File: config.mk
export PLATFORM = sky130hd
export DESIGN_NAME = program_sequencer_stack_flat
export DESIGN_NICKNAME = d
export VERILOG_FILES = /design/src/rtl/program_sequencer_stack_if.sv /design/src/rtl/program_sequencer_stack.sv /design/src/flat_wrapper.sv
export SDC_FILE = /design/constraint.sdc
export NUM_CORES = 1
export LEC_CHECK = 0
export ABC_AREA = 1
export BUFFER_PORTS_ARGS = -buffer_cell sky130_fd_sc_hd__buf_4
export CORE_ASPECT_RATIO = 1.5
export CORE_MARGIN = 8
export CORE_UTILIZATION = 40
export DETAILED_ROUTE_END_ITERATION = 16
export GPL_TIMING_DRIVEN = 0
export SLEW_MARGIN = 20
export SYNTH_ARGS = -nofsm -noshare
export SYNTH_HDL_FRONTEND = slang
export SYNTH_SLANG_ARGS = --single-unit
File: constraint.sdc
create_clock -name clk -period 2.6 [get_ports clk]
set_input_delay 0.13 -clock clk [delete_from_list [all_inputs] [get_ports clk]]
set_output_delay 0.13 -clock clk [all_outputs]
set_load 0.01 [all_outputs]
File: src/rtl/program_sequencer_stack_if.sv
// Request/status bundle between a program sequencer and its controller.
// The master drives the requests and the slave (the sequencer) returns fetch address and stack status.
interface program_sequencer_stack_if #(
  parameter int ADDR_W      = 8,
  parameter int STACK_DEPTH = 4
);
  localparam int LVL_W = $clog2(STACK_DEPTH + 1);

  logic              stall;
  logic              jmp;
  logic              jmp_nz;
  logic              dont_jmp;
  logic              call;
  logic              ret;
  logic [ADDR_W-1:0] jmp_addr;
  logic [ADDR_W-1:0] pm_addr;
  logic [LVL_W-1:0]  stack_level;
  logic              stack_full;
  logic              stack_empty;
  logic              stack_err;

  modport master (
    output stall, jmp, jmp_nz, dont_jmp, call, ret, jmp_addr,
    input  pm_addr, stack_level, stack_full, stack_empty, stack_err
  );

  modport slave (
    input  stall, jmp, jmp_nz, dont_jmp, call, ret, jmp_addr,
    output pm_addr, stack_level, stack_full, stack_empty, stack_err
  );
endinterface

File: src/rtl/program_sequencer_stack.sv
// Program counter with jump/branch/call/return and a LIFO return-address stack.
// Overflow and underflow are non-destructive: the PC just advances and a sticky error is raised.
module program_sequencer_stack #(
  parameter int                ADDR_W      = 8,
  parameter int                STACK_DEPTH = 4,
  parameter logic [ADDR_W-1:0] RESET_ADDR  = '0
) (
  input  logic                      clk,
  input  logic                      reset_n,
  program_sequencer_stack_if.slave  bus
);
  localparam int LVL_W = $clog2(STACK_DEPTH + 1);

  logic [ADDR_W-1:0] pm_q, pm_d;
  logic [LVL_W-1:0]  level_q, level_d;
  logic              err_q, err_d;
  logic [ADDR_W-1:0] stack_q [STACK_DEPTH];
  logic              push;
  logic [ADDR_W-1:0] inc_addr;
  logic [ADDR_W-1:0] top_addr;
  logic              full;
  logic              empty;

  assign inc_addr = pm_q + ADDR_W'(1);
  assign full     = (level_q == LVL_W'(STACK_DEPTH));
  assign empty    = (level_q == '0);

  always_comb begin
    top_addr = '0;
    for (int i = 0; i < STACK_DEPTH; i++) begin
      if (level_q == LVL_W'(i + 1)) top_addr = stack_q[i];
    end
  end

  // Priority: ret > call > jmp > jmp_nz > increment; a blocked ret/call falls back to increment.
  always_comb begin
    pm_d    = pm_q;
    level_d = level_q;
    err_d   = err_q;
    push    = 1'b0;
    if (!bus.stall) begin
      pm_d = inc_addr;
      if (bus.ret) begin
        if (!empty) begin
          pm_d    = top_addr;
          level_d = level_q - LVL_W'(1);
        end else begin
          err_d = 1'b1;
        end
      end else if (bus.call) begin
        if (!full) begin
          push    = 1'b1;
          pm_d    = bus.jmp_addr;
          level_d = level_q + LVL_W'(1);
        end else begin
          err_d = 1'b1;
        end
      end else if (bus.jmp) begin
        pm_d = bus.jmp_addr;
      end else if (bus.jmp_nz && !bus.dont_jmp) begin
        pm_d = bus.jmp_addr;
      end
    end
  end

  always_ff @(posedge clk or negedge reset_n) begin
    if (!reset_n) begin
      pm_q    <= RESET_ADDR;
      level_q <= '0;
      err_q   <= 1'b0;
    end else begin
      pm_q    <= pm_d;
      level_q <= level_d;
      err_q   <= err_d;
    end
  end

  // Entry contents are left alone on reset; a zero level makes them unreachable.
  always_ff @(posedge clk) begin
    for (int i = 0; i < STACK_DEPTH; i++) begin
      if (push && level_q == LVL_W'(i)) stack_q[i] <= inc_addr;
    end
  end

  assign bus.pm_addr     = pm_q;
  assign bus.stack_level = level_q;
  assign bus.stack_full  = full;
  assign bus.stack_empty = empty;
  assign bus.stack_err   = err_q;
endmodule

File: src/flat_wrapper.sv
// flat-port wrapper written by rule: the top's interface ports become plain ports
module program_sequencer_stack_flat 
#(
  parameter int                ADDR_W      = 8,
  parameter int                STACK_DEPTH = 4,
  parameter logic [ADDR_W-1:0] RESET_ADDR  = '0
)
  (clk, reset_n, bus_stall, bus_jmp, bus_jmp_nz, bus_dont_jmp, bus_call, bus_ret, bus_jmp_addr, bus_pm_addr, bus_stack_level, bus_stack_full, bus_stack_empty, bus_stack_err);
  program_sequencer_stack_if #(.ADDR_W(ADDR_W), .STACK_DEPTH(STACK_DEPTH)) bus_i ();
  input  logic clk;
  input  logic reset_n;
  input wire logic [$bits(bus_i.stall)-1:0] bus_stall;
  input wire logic [$bits(bus_i.jmp)-1:0] bus_jmp;
  input wire logic [$bits(bus_i.jmp_nz)-1:0] bus_jmp_nz;
  input wire logic [$bits(bus_i.dont_jmp)-1:0] bus_dont_jmp;
  input wire logic [$bits(bus_i.call)-1:0] bus_call;
  input wire logic [$bits(bus_i.ret)-1:0] bus_ret;
  input wire logic [$bits(bus_i.jmp_addr)-1:0] bus_jmp_addr;
  output wire logic [$bits(bus_i.pm_addr)-1:0] bus_pm_addr;
  output wire logic [$bits(bus_i.stack_level)-1:0] bus_stack_level;
  output wire logic [$bits(bus_i.stack_full)-1:0] bus_stack_full;
  output wire logic [$bits(bus_i.stack_empty)-1:0] bus_stack_empty;
  output wire logic [$bits(bus_i.stack_err)-1:0] bus_stack_err;
  assign bus_i.stall = bus_stall;
  assign bus_i.jmp = bus_jmp;
  assign bus_i.jmp_nz = bus_jmp_nz;
  assign bus_i.dont_jmp = bus_dont_jmp;
  assign bus_i.call = bus_call;
  assign bus_i.ret = bus_ret;
  assign bus_i.jmp_addr = bus_jmp_addr;
  assign bus_pm_addr = bus_i.pm_addr;
  assign bus_stack_level = bus_i.stack_level;
  assign bus_stack_full = bus_i.stack_full;
  assign bus_stack_empty = bus_i.stack_empty;
  assign bus_stack_err = bus_i.stack_err;
  program_sequencer_stack #(.ADDR_W(ADDR_W), .STACK_DEPTH(STACK_DEPTH), .RESET_ADDR(RESET_ADDR)) u_core (.clk(clk), .reset_n(reset_n), .bus(bus_i));
endmodule
* Yosys cells after proc, flatten, opt, wreduce, memory -nomap -nowiden
Memories as Yosys holds them, arrays and structs flattened.
Cells that the tools add are included.
W data, S select, Z words.
** Word-level totals
- Register bits after elaboration :: 12
- Memory bits (writable) :: 32
- Bits of input ports :: 16
- Output and inout port bits :: 14
- Word-level logic and storage cells :: 68
- Memories kept :: 1
** Cells by class
- $add $sub $neg :: 3
- Equal/unequal tests :: 7
- Multiplexer cells :: 39
- Bitwise gates (word level) :: 1
- Reduce and logical (&&, ||, !) cells :: 14
** Memories
- u_core.stack_q :: words 4, bits a word 8, rd ports 4, clocked after memory_dff 0, write ports 1, line program_sequencer_stack.sv:17 : logic [ADDR_W-1:0] stack_q [STACK_DEPTH];
** Operators by type and width (number)
- $mux W8 :: 13
- $reduce_or A8 Y1 :: 3
- $mux W1 :: 19
- $mux W3 :: 4
- $add A8 B1 Y8 const B :: 1
- $reduce_and A4 Y1 :: 2
- $eq A3 B2 Y1 const B :: 2
- $mux W2 :: 3
- $logic_and A1 B1 Y1 :: 5
- $ne A2 B2 Y1 const B :: 2
- $reduce_bool A2 Y1 :: 2
- $add A3 B1 Y3 const B :: 1
- $eq A3 B1 Y1 const B :: 1
- $eq A3 B3 Y1 const B :: 1
- $logic_not A3 Y1 :: 1
- $sub A3 B1 Y3 const B :: 1
- $ne A2 B1 Y1 const B :: 1
- $logic_not A1 Y1 :: 1
- $not A1 Y1 :: 1

* Depth between registers and ports, before layout
Gate-level depths: netlist (run 1).
- Word-level depth :: 12
- Gate-level depth with buffers :: 13
- Gate-level depth less buffers :: 12

* Worst setup path after synthesis (run 1)
Ideal clock, no wire load.
- Path kind :: register -> register
- Start :: register u_core.level_q[0] (netlist: u_core.bus.stack_level[0])
- End :: memory u_core.stack_q[2][0] (enable)
- Library setup time :: 383 ps
- Arrival time :: 1725 ps
- Slack :: 492 ps
- Cell stages (with the launch flop) :: 7
- Cells stage by stage :: dfrtp_1 -> inv_1 -> ha_1 -> buf_6 -> nand2_8 -> nand3_1 -> nor3_1
** On the way
- Cells in the longest elaborated chain, start to end :: 12
- Elaborated cells on any way between the ends :: 30
- Classes of those cells :: eq/ne: 4; mux: 18; reduce/logical: 8
** Ends and longest elaborated chain
- from (decl) :: line program_sequencer_stack.sv:15 : logic [LVL_W-1:0] level_q, level_d;
- from (signal assigned) :: line program_sequencer_stack.sv:73 : level_q <= level_d;
- $eq A3 B3 Y1 :: line program_sequencer_stack.sv:25 : assign full = (level_q == LVL_W'(STACK_DEPTH));
- $mux W1 :: line program_sequencer_stack.sv:51 : if (!full) begin
- $mux W1 :: line program_sequencer_stack.sv:50 : end else if (bus.call) begin
- $mux W1 :: line program_sequencer_stack.sv:43 : if (bus.ret) begin
- $mux W1 :: line program_sequencer_stack.sv:41 : if (!bus.stall) begin
- $logic_and A1 B1 Y1 :: line program_sequencer_stack.sv:81 : if (push && level_q == LVL_W'(i)) stack_q[i] <= inc_addr;
- $mux W1 :: line program_sequencer_stack.sv:81
- $mux W1 (implied by the code) :: line program_sequencer_stack.sv:81
- $reduce_or A8 Y1 (no source line)
- $mux W2 (no source line) / $mux W1 (equally long branches) (3 in a row)
- to (decl) :: line program_sequencer_stack.sv:17
Parallel ways exist; a longest one is shown, timed or not.

* Worst setup path after layout (run 1)
- Start :: register u_core.level_q[2] (netlist: u_core.bus.stack_level[2])
- End :: memory u_core.stack_q[3][6] (enable)
The elaborated chain is that of the path after synthesis.

==> reports/metrics.yaml, run 1 <==
crit_path_end_kind: "flop"
critPathKind: "flop to flop"
fill_cells: 655
clk_pin_slew_ns: 0.08
max_freq_ghz: 0.440
cp-start-kind: "flop"
hold_class: "input pin to flop"
vdd_ir_drop_max_v: 0.000462
finalInstanceArea_um2: 3000
postCtsHoldBufs: 1
cts_tree: "yes"
status: "completed"
synth_nets: 341
ys_seq_area_frac: 0.485
grt_pass1_wl_um: 10500
yosys_most_used_dff: "edfxtp_1"
cts_htree_levels: 2
rr_startpoint: "u_core.bus.stack_level[2]"
reg2reg_setup_slack_ns: 0.33
skew_ns: 0.00545
routed_wl_um: 6360
yosysWarningCount: 0
pin_count: 30
drc: 0
layout-drive-gt1-share: 0.169
root_buffer: "clkbuf_8"
cts_buffer_depth: 2
rr_worst_depth: 6
p_leak_nw: 1.40
num-nets-final: 376
maxSlewHeadroom: 0.493
hold_depth: 3
cts.sinks: 44
antenna_found_initial: 0
start_util: 0.407
avgSynthCellArea_um2: 8.18
dr.pass1.iters: 5
rows: 36
cp-startpoint: "u_core.bus.stack_level[2]"
critPathRequiredTime_ns: 2.54
tightest_slew_ns: 0.758
die_w_um: 81.8
post-route-min-period_ns: 2.27
clock_latency_ns: 0.30
hold_violations: 0
final_antenna_net_count: 0
power_density_nw_per_um2: 894
ys_ff_latch: 44
slew_viol_final: 0
path_max_fanout: 10
yosysTopAreaCell: "edfxtp_1"
numPortBuffers: 27
place.gp.congestion: 0.948
grt-ovfl-total: 0
netlist_area_um2: 2600
cts_resized: 0
diodes: 0
async_reset_ff_frac: 0.273
synth_top_cell_area_share: 0.369
grt_usage: 0.148
setup_viol: 0
synth_cell_types: 34
dpl.hpwl_um: 4930
drt-vias-per-instance: 4.93
synth_enable_flop_cells: 32
coreArea_um2: 6400
postCtsSetupBuffers: 0
die-height_um: 115
via_count: 2120
syn_to_final_growth_pct: 15.2
critPathArrivalTime_ns: 2.21
dieArea_um2: 9390
whs_ns: 0.140
synthCells: 318
rsz0062_at_grt: "no"
fin_setup_tns_ns: 0
wl_per_cell_um: 14.8
min_from: "bus_stall"
max_cap_violations: 0
drt_iter0_drc: 130
utilization: 0.468
fin_crit_sh: 0.874
cts_made_buffers: 5
dpl_cell_area_um2: 2900
synthTopCellsByArea: "edfxtp_1 37%, nand2_1 14%, dfrtp_1 12%"
grt_max_degree: 14
grt_pass1_vias: 2191
## sequential cells by signal (all words and copies together), names as in the netlist
signal / cells
u_core.bus.pm_addr: 8
u_core.bus.stack_err: 1
u_core.stack_q: 32
u_core.bus.stack_level: 3
## final cells by class
cell class	instances	area, um2	share of cell area
plain buffers	8	80.1	0.0267
clock buffers	7	76.3	0.0255
clock inverters	1	5.00	0.00167
inverters	47	186	0.0622
multi-input cells	219	1080	0.360
flip-flops and latches	44	1260	0.421
well taps	76	95.1	0.0317
repair buffers	28	213	0.0710
## worst max-delay path: stages, from the launching register on
cell and delay (ns):
dfrtp_1 0.39, buf_6 0.16, inv_2 0.11, ha_1 0.16
clkinv_1 0.21, buf_2 0.26, nor2_1 0.61
## cell usage in the layout, fill, tap and decap left out, types with 7 or more instances in the layout
cell type / count
nor2_1: 34
ha_1: 7
nand3_1: 29
o21ai_0: 12
edfxtp_1: 32
dfrtp_1: 12
buf_4: 28
inv_1: 41
nand2_1: 99
a21oi_1: 10
## final timing paths
kind                                             end
max                             u_core.stack_q[3][6]
min                            u_core.bus.pm_addr[3]
max reg2reg                     u_core.stack_q[3][6]
min reg2reg                     u_core.bus.stack_err
max in group asynchronous  u_core.bus.stack_level[1]
min in group asynchronous      u_core.bus.pm_addr[1]
## metal layers
layer	GRT usage	vias to the layer above	part of all wire
li1	-	1082	-
met1	0.158	972	0.40
met2	0.256	48	0.53
met3	0.0297	18	0.030
met4	0.0906	0	0.040
met5	0	-	0
## report_power, final
part / leakage [nW] / internal, mW / total, mW / switching [mW]
Sequential: 0.428 / 0.899 / 0.992 / 0.0933
Clock: 0.0422 / 0.189 / 0.421 / 0.233
Combinational: 0.928 / 0.478 / 1.26 / 0.785
Total: 1.40 / 1.57 / 2.68 / 1.11
## synth_stat cells (2+ instances only)
cell type	count
inv_1	41
o21ai_2	2
edfxtp_1	32
nand2_2	2
dfrtp_1	12
o21bai_1	2
ha_1	7
nor2_1	34
xor2_1	2
a21oi_1	10
o21ai_1	2
buf_6	3
o21ai_0	12
inv_2	3
nand3b_1	2
nor2_4	2
nor2_2	3
nand2_1	99
buf_2	2
inv_6	2
xnor2_1	3
nand3_1	29
## per-stage QoR
| stage | worst slack [ns] | std cells | power [mW] |
|---|---|---|---|
| after floorplan | 0.492 | 318 | 1.86 |
| after global placement | 0.0720 | 421 | 2.26 |
| after detailed placement | 0.255 | 421 | 2.28 |
| after CTS | 0.247 | 430 | 2.70 |
| after global routing | 0.127 | 430 | 2.88 |
| final | 0.328 | 430 | 2.68 |
## cell families (layout without fill, tap and decap cells)
family	after synthesis	in the layout	share of synthesized area
AOI/OAI and AO/OA	31	31	0.0678
DFF	44	44	0.485
and+or+nand+nor	176	176	0.294
buffers and inverters	55	91	0.102
adders and majority gates	7	7	0.0337
xor gates and xnor gates	5	5	0.0168
Power figures use the tool's default switching activity.
==> inputs of run 2 (changes only) <==
--- a/config.mk
+++ b/config.mk
@@ -5,7 +5,6 @@
 export SDC_FILE = /design/constraint.sdc
 export NUM_CORES = 1
 export LEC_CHECK = 0
-export ABC_AREA = 1
 export BUFFER_PORTS_ARGS = -buffer_cell sky130_fd_sc_hd__buf_4
 export CORE_ASPECT_RATIO = 1.5
 export CORE_MARGIN = 8
==> run 2 against run 1 <==
Sequential power increased by 8%. Cell count decreased by 31%. Worst hold slack improved by 0.064 ns. Global-route usage decreased by 1.3 points. Register-to-register slack got worse by 0.16 ns. Count of clock-buffer cells in the layout decreased by 2. Wire length decreased by 14%. Critical path type unchanged. Highest routed layer unchanged.
==> reports/metrics.yaml, run 2 <==
antenna_found_initial: 0
die-height_um: 108
p_leak_nw: 1.04
rows: 33
dpl.hpwl_um: 4220
grt-ovfl-total: 0
synth_most_common_cell: "edfxtp_1"
die_w_um: 77.4
dp.cells: 289
clk_pin_slew_ns: 0.08
yosysWarningCount: 0
max_freq_ghz: 0.411
cts.sinks: 44
slew_viol_final: 0
grt_usage: 0.135
synthCells: 191
drt-vias-per-instance: 5.55
post-route-min-period_ns: 2.43
postCtsSetupBuffers: 0
num-nets-final: 250
layout_common_cells: "32 x edfxtp_1, 30 x buf_4, 17 x nand2_1"
routed_wl_um: 5500
critPathArrivalTime_ns: 2.61
grt_max_degree: 16
synth_enable_flop_cells: 32
skew_ns: 0.00746
hold_violations: 0
dr.pass1.iters: 4
grt_pass1_vias: 1739
power_density_nw_per_um2: 1030
cts_made_buffers: 5
via_count: 1654
layout-drive-gt1-share: 0.241
cts_tree: "yes"
fin_setup_tns_ns: 0
root_buffer: "clkbuf_8"
syn_to_final_growth_pct: 18.8
crit_path_end_kind: "flop"
synth_cell_types: 52
yosys_most_used_dff: "edfxtp_1"
hold_depth: 3
critPathRequiredTime_ns: 2.78
setup_viol: 0
coreArea_um2: 5450
synthTopCellsByArea: "edfxtp_1 42%, dfrtp_1 13%, ha_1 3.9%"
status: "completed"
wl_per_cell_um: 18.4
dieArea_um2: 8370
ys_seq_area_frac: 0.557
maxSlewHeadroom: 0.582
synth_common_cells: "32 x edfxtp_1, 17 x nand2_1, 12 x dfrtp_1"
pin_count: 30
critPathKind: "flop to flop"
dpl_cell_area_um2: 2560
avgSynthCellArea_um2: 11.9
final_cell_count_no_fill: 298
place.gp.congestion: 0.778
cts_buffer_depth: 2
largest_register: "u_core.stack_q"
drc: 0
synth_top_cell_area_share: 0.424
cp-start-kind: "flop"
ys_ff_latch: 44
diodes: 0
cts_htree_levels: 2
rsz0062_at_grt: "no"
numPortBuffers: 28
grt_pass1_wl_um: 8940
clock_latency_ns: 0.30
drt_iter0_drc: 88
rr_worst_depth: 7
final_antenna_net_count: 0
start_util: 0.416
path_max_fanout: 10
finalInstanceArea_um2: 2690
vdd_ir_drop_max_v: 0.000546
yosysTopAreaCell: "edfxtp_1"
fin_crit_sh: 0.935
max_cap_violations: 0
largest_reg_flops: 32
hold_class: "input pin to flop"
synth_nets: 214
tightest_slew_ns: 0.627
netlist_area_um2: 2260
whs_ns: 0.204
mostFrequentLayoutCell: "edfxtp_1"
power_mw: 2.78
async_reset_ff_frac: 0.273
[run 2: cell types whose count changed after synthesis, sizes merged, moves of 9 or more]
cell   before  now
nand2     103   17
inv        46    8
nand3      30    7
nor2       39   11
o21ai      16    7
[run 2: path summary, 6_finish.rpt]
path                                                start                     to  slack (ns)
worst max-delay path            u_core.bus.stack_level[2]  u_core.bus.pm_addr[3]        0.17
max in group asynchronous                         reset_n  u_core.bus.pm_addr[4]        2.23
min in group asynchronous                         reset_n  u_core.bus.pm_addr[7]        0.21
worst max register to register  u_core.bus.stack_level[2]  u_core.bus.pm_addr[3]        0.17
worst min register to register       u_core.bus.stack_err   u_core.bus.stack_err        0.50
worst min-delay path                      bus_jmp_addr[3]  u_core.bus.pm_addr[3]        0.20
[run 2: per-layer routing]
| layer | vias to the layer above | wire length, um | GRT usage |
|---|---|---|---|
| met5 | - | 0 | 0 |
| met4 | 0 | 52 | 0.0339 |
| li1 | 798 | - | - |
| met3 | 5 | 193 | 0.0274 |
| met1 | 814 | 2390 | 0.163 |
| met2 | 37 | 2860 | 0.240 |
[run 2: power breakdown]
group	internal [mW]	switching, mW	leakage [nW]
registers	0.935	0.133	0.430
clock network	0.290	0.247	0.0548
logic	0.504	0.672	0.554
total	1.73	1.05	1.04
[run 2: kinds of logic (layout without fill, tap and decap cells)]
family / after synthesis / after routing / share of synthesized area
AO/OA/AOI/OAI: 49 / 49 / 0.170
XOR/XNOR: 8 / 8 / 0.0309
flip-flops: 44 / 44 / 0.557
buffers and inverters: 19 / 56 / 0.0392
multiplexers: 8 / 8 / 0.0370
AND/OR/NAND/NOR: 56 / 56 / 0.127
adder cells (fa/ha/maj): 7 / 7 / 0.0387
[run 2: critical path, stage by stage, from the launching register on]
cell and delay (ns):
dfrtp_1 0.55, buf_2 0.31, inv_1 0.13, ha_1 0.26, clkbuf_2 0.22, a221oi_1 0.40, a2111oi_0 0.14, a221o_1 0.30
[run 2: repair_timing]
item,CTS,global route
hold buffers,1,0
hold endpoints to repair,12,0
setup endpoints to repair,0,2
resized for setup,0,3
[run 2: area by class of cell]
class / count / area [um2]
Fill cell: 529 / 2760
Sequential cell: 44 / 1260
Multi-Input combinational cell: 128 / 917
Timing Repair Buffer: 29 / 220
Tap cell: 70 / 87.6
Clock buffer: 5 / 68.8
Buffer: 10 / 56.3
Clock inverter: 3 / 46.3
Inverter: 9 / 33.8
[run 2: per-stage QoR]
step | util | setup slack, ns
6_report | 0.494 | 0.170
5_1_grt | 0.494 | 0.0583
4_1_cts | 0.493 | 0.108
3_5_place_dp | 0.470 | 0.165
3_3_place_gp | 0.470 | 0.0967
2_1_floorplan | - | 0.576
==> inputs of run 3 (changes only) <==
--- a/config.mk
+++ b/config.mk
@@ -7,7 +7,7 @@
 export LEC_CHECK = 0
 export BUFFER_PORTS_ARGS = -buffer_cell sky130_fd_sc_hd__buf_4
 export CORE_ASPECT_RATIO = 1.5
-export CORE_MARGIN = 8
+export CORE_MARGIN = 2
 export CORE_UTILIZATION = 40
 export DETAILED_ROUTE_END_ITERATION = 16
 export GPL_TIMING_DRIVEN = 0
==> run 3 against run 2 <==
Wire length decreased by 2.3%. Sequential power is essentially flat. Non-clock buffer count unchanged. Final area hardly changed. Critical endpoint unchanged. Largest cell class unchanged. Highest routed layer unchanged.
==> reports/metrics.yaml, run 3 (same netlist as run 2, synthesis figures left out) <==
setup_viol: 0
p_leak_nw: 1.04
fin_crit_sh: 0.882
path_cells: "buf_2 -> inv_1 -> ha_1 -> clkbuf_2 -> a221oi_1 -> a2111oi_0 -> a221o_1"
pin_count: 30
num-nets-final: 250
power_density_nw_per_um2: 1030
numPortBuffers: 28
hold_violations: 0
clock_latency_ns: 0.30
power_mw: 2.77
cts_htree_levels: 2
die-height_um: 96.2
drc: 0
wl_per_cell_um: 18.0
diodes: 0
path_max_fanout: 10
max_stage_delay_ns: 0.47
clk_pin_slew_ns: 0.08
dr.pass1.iters: 4
start_util: 0.416
critPathRequiredTime_ns: 2.78
grt_pass1_vias: 1672
post-route-min-period_ns: 2.29
die_w_um: 65.4
dpl.hpwl_um: 3950
vdd_ir_drop_max_v: 0.000531
rsz0062_at_grt: "no"
max_freq_ghz: 0.436
hold_depth: 3
cp-start-kind: "flop"
drt-vias-per-instance: 5.53
dieArea_um2: 6290
slew_viol_final: 0
mostFrequentLayoutCell: "edfxtp_1"
via_count: 1648
critPathArrivalTime_ns: 2.47
routed_wl_um: 5370
cts_buffer_depth: 2
drt_iter0_drc: 65
place.gp.congestion: 0.826
grt_pass1_wl_um: 8800
skew_ns: 0.00426
cts_made_buffers: 5
cts_tree: "yes"
critPathKind: "flop to flop"
hold_class: "input pin to flop"
final_antenna_net_count: 0
antenna_found_initial: 0
layout_common_cells: "32 x edfxtp_1, 30 x buf_4, 17 x nand2_1"
max_cap_violations: 0
fill_cells: 532
root_buffer: "clkbuf_8"
status: "completed"
rows: 33
layout-drive-gt1-share: 0.246
largest_reg_flops: 32
grt-ovfl-total: 0
crit_path_end_kind: "flop"
fin_setup_tns_ns: 0
crit_slowest_cell: "dfrtp_2"
coreArea_um2: 5450
grt_usage: 0.192
tightest_slew_ns: 0.615
maxSlewHeadroom: 0.587
grt_max_degree: 16
rr_worst_depth: 7
syn_to_final_growth_pct: 18.9
largest_register: "u_core.stack_q"
cts.sinks: 44
==> run 3: cell counts in the layout (fill, tap and decap cells not counted) <==
No cell type changed its count.
==> run 3: through the flow <==
step	cell area [um2]	instances	setup slack, ns	hold WS [ns]	util
after global placement	2560	289	0.107	-0.0148	0.470
after global routing	2690	298	0.0697	0.214	0.494
after floorplan	2260	191	0.576	-0.166	-
final	2690	298	0.307	0.202	0.494
after detailed placement	2560	289	0.149	-0.0136	0.470
after CTS	2690	298	0.123	0.199	0.493
==> run 3: critical path, delay by kind of cell, from the launching register on <==
kind / cells / cell delay (ns)
buffers and inverters: 3 / 0.61
flip-flops: 1 / 0.47
adder cells (fa/ha/maj): 1 / 0.26
AO/OA/AOI/OAI: 3 / 0.83
==> run 3: layer usage <==
metal  vias up  share of wire  GRT usage
met5         -              0          0
met2        50           0.51      0.327
li1        792              -          -
met4         0          0.022     0.0694
met3        11          0.044     0.0327
met1       795           0.43      0.243
==> run 3: repair_timing <==
item	in CTS	in global routing
setup buffers	0	0
hold buffers	1	0
endpoints found under the hold margin	12	0
setup endpoints to repair	0	3
gates resized for setup	0	4
==> run 3: final timing paths <==
check	from	endpoint	slack, ns
min in group asynchronous	reset_n	u_core.bus.pm_addr[0]	0.23
worst max-delay path	u_core.bus.stack_level[2]	u_core.bus.pm_addr[3]	0.31
worst max register to register	u_core.bus.stack_level[2]	u_core.bus.pm_addr[3]	0.31
worst min-delay path	bus_jmp_addr[3]	u_core.bus.pm_addr[3]	0.20
worst min register to register	u_core.bus.stack_err	u_core.bus.stack_err	0.48
max in group asynchronous	reset_n	u_core.bus.stack_level[2]	2.19
==> run 3: final cells by class <==
cell class	count	area, um2	share of cell area
flip-flops and latches	44	1260	0.469
multi-input cells	128	917	0.341
repair buffers	29	220	0.0818
well taps	70	87.6	0.0325
clock buffers	5	68.8	0.0256
plain buffers	10	56.3	0.0209
clock inverters	3	46.3	0.0172
inverters	9	33.8	0.0125
==> run 3: power breakdown <==
group / switching [mW] / total (mW) / internal (mW)
registers: 0.130 / 1.07 / 0.937
logic: 0.672 / 1.18 / 0.504
clock network: 0.240 / 0.529 / 0.289
total: 1.04 / 2.77 / 1.73
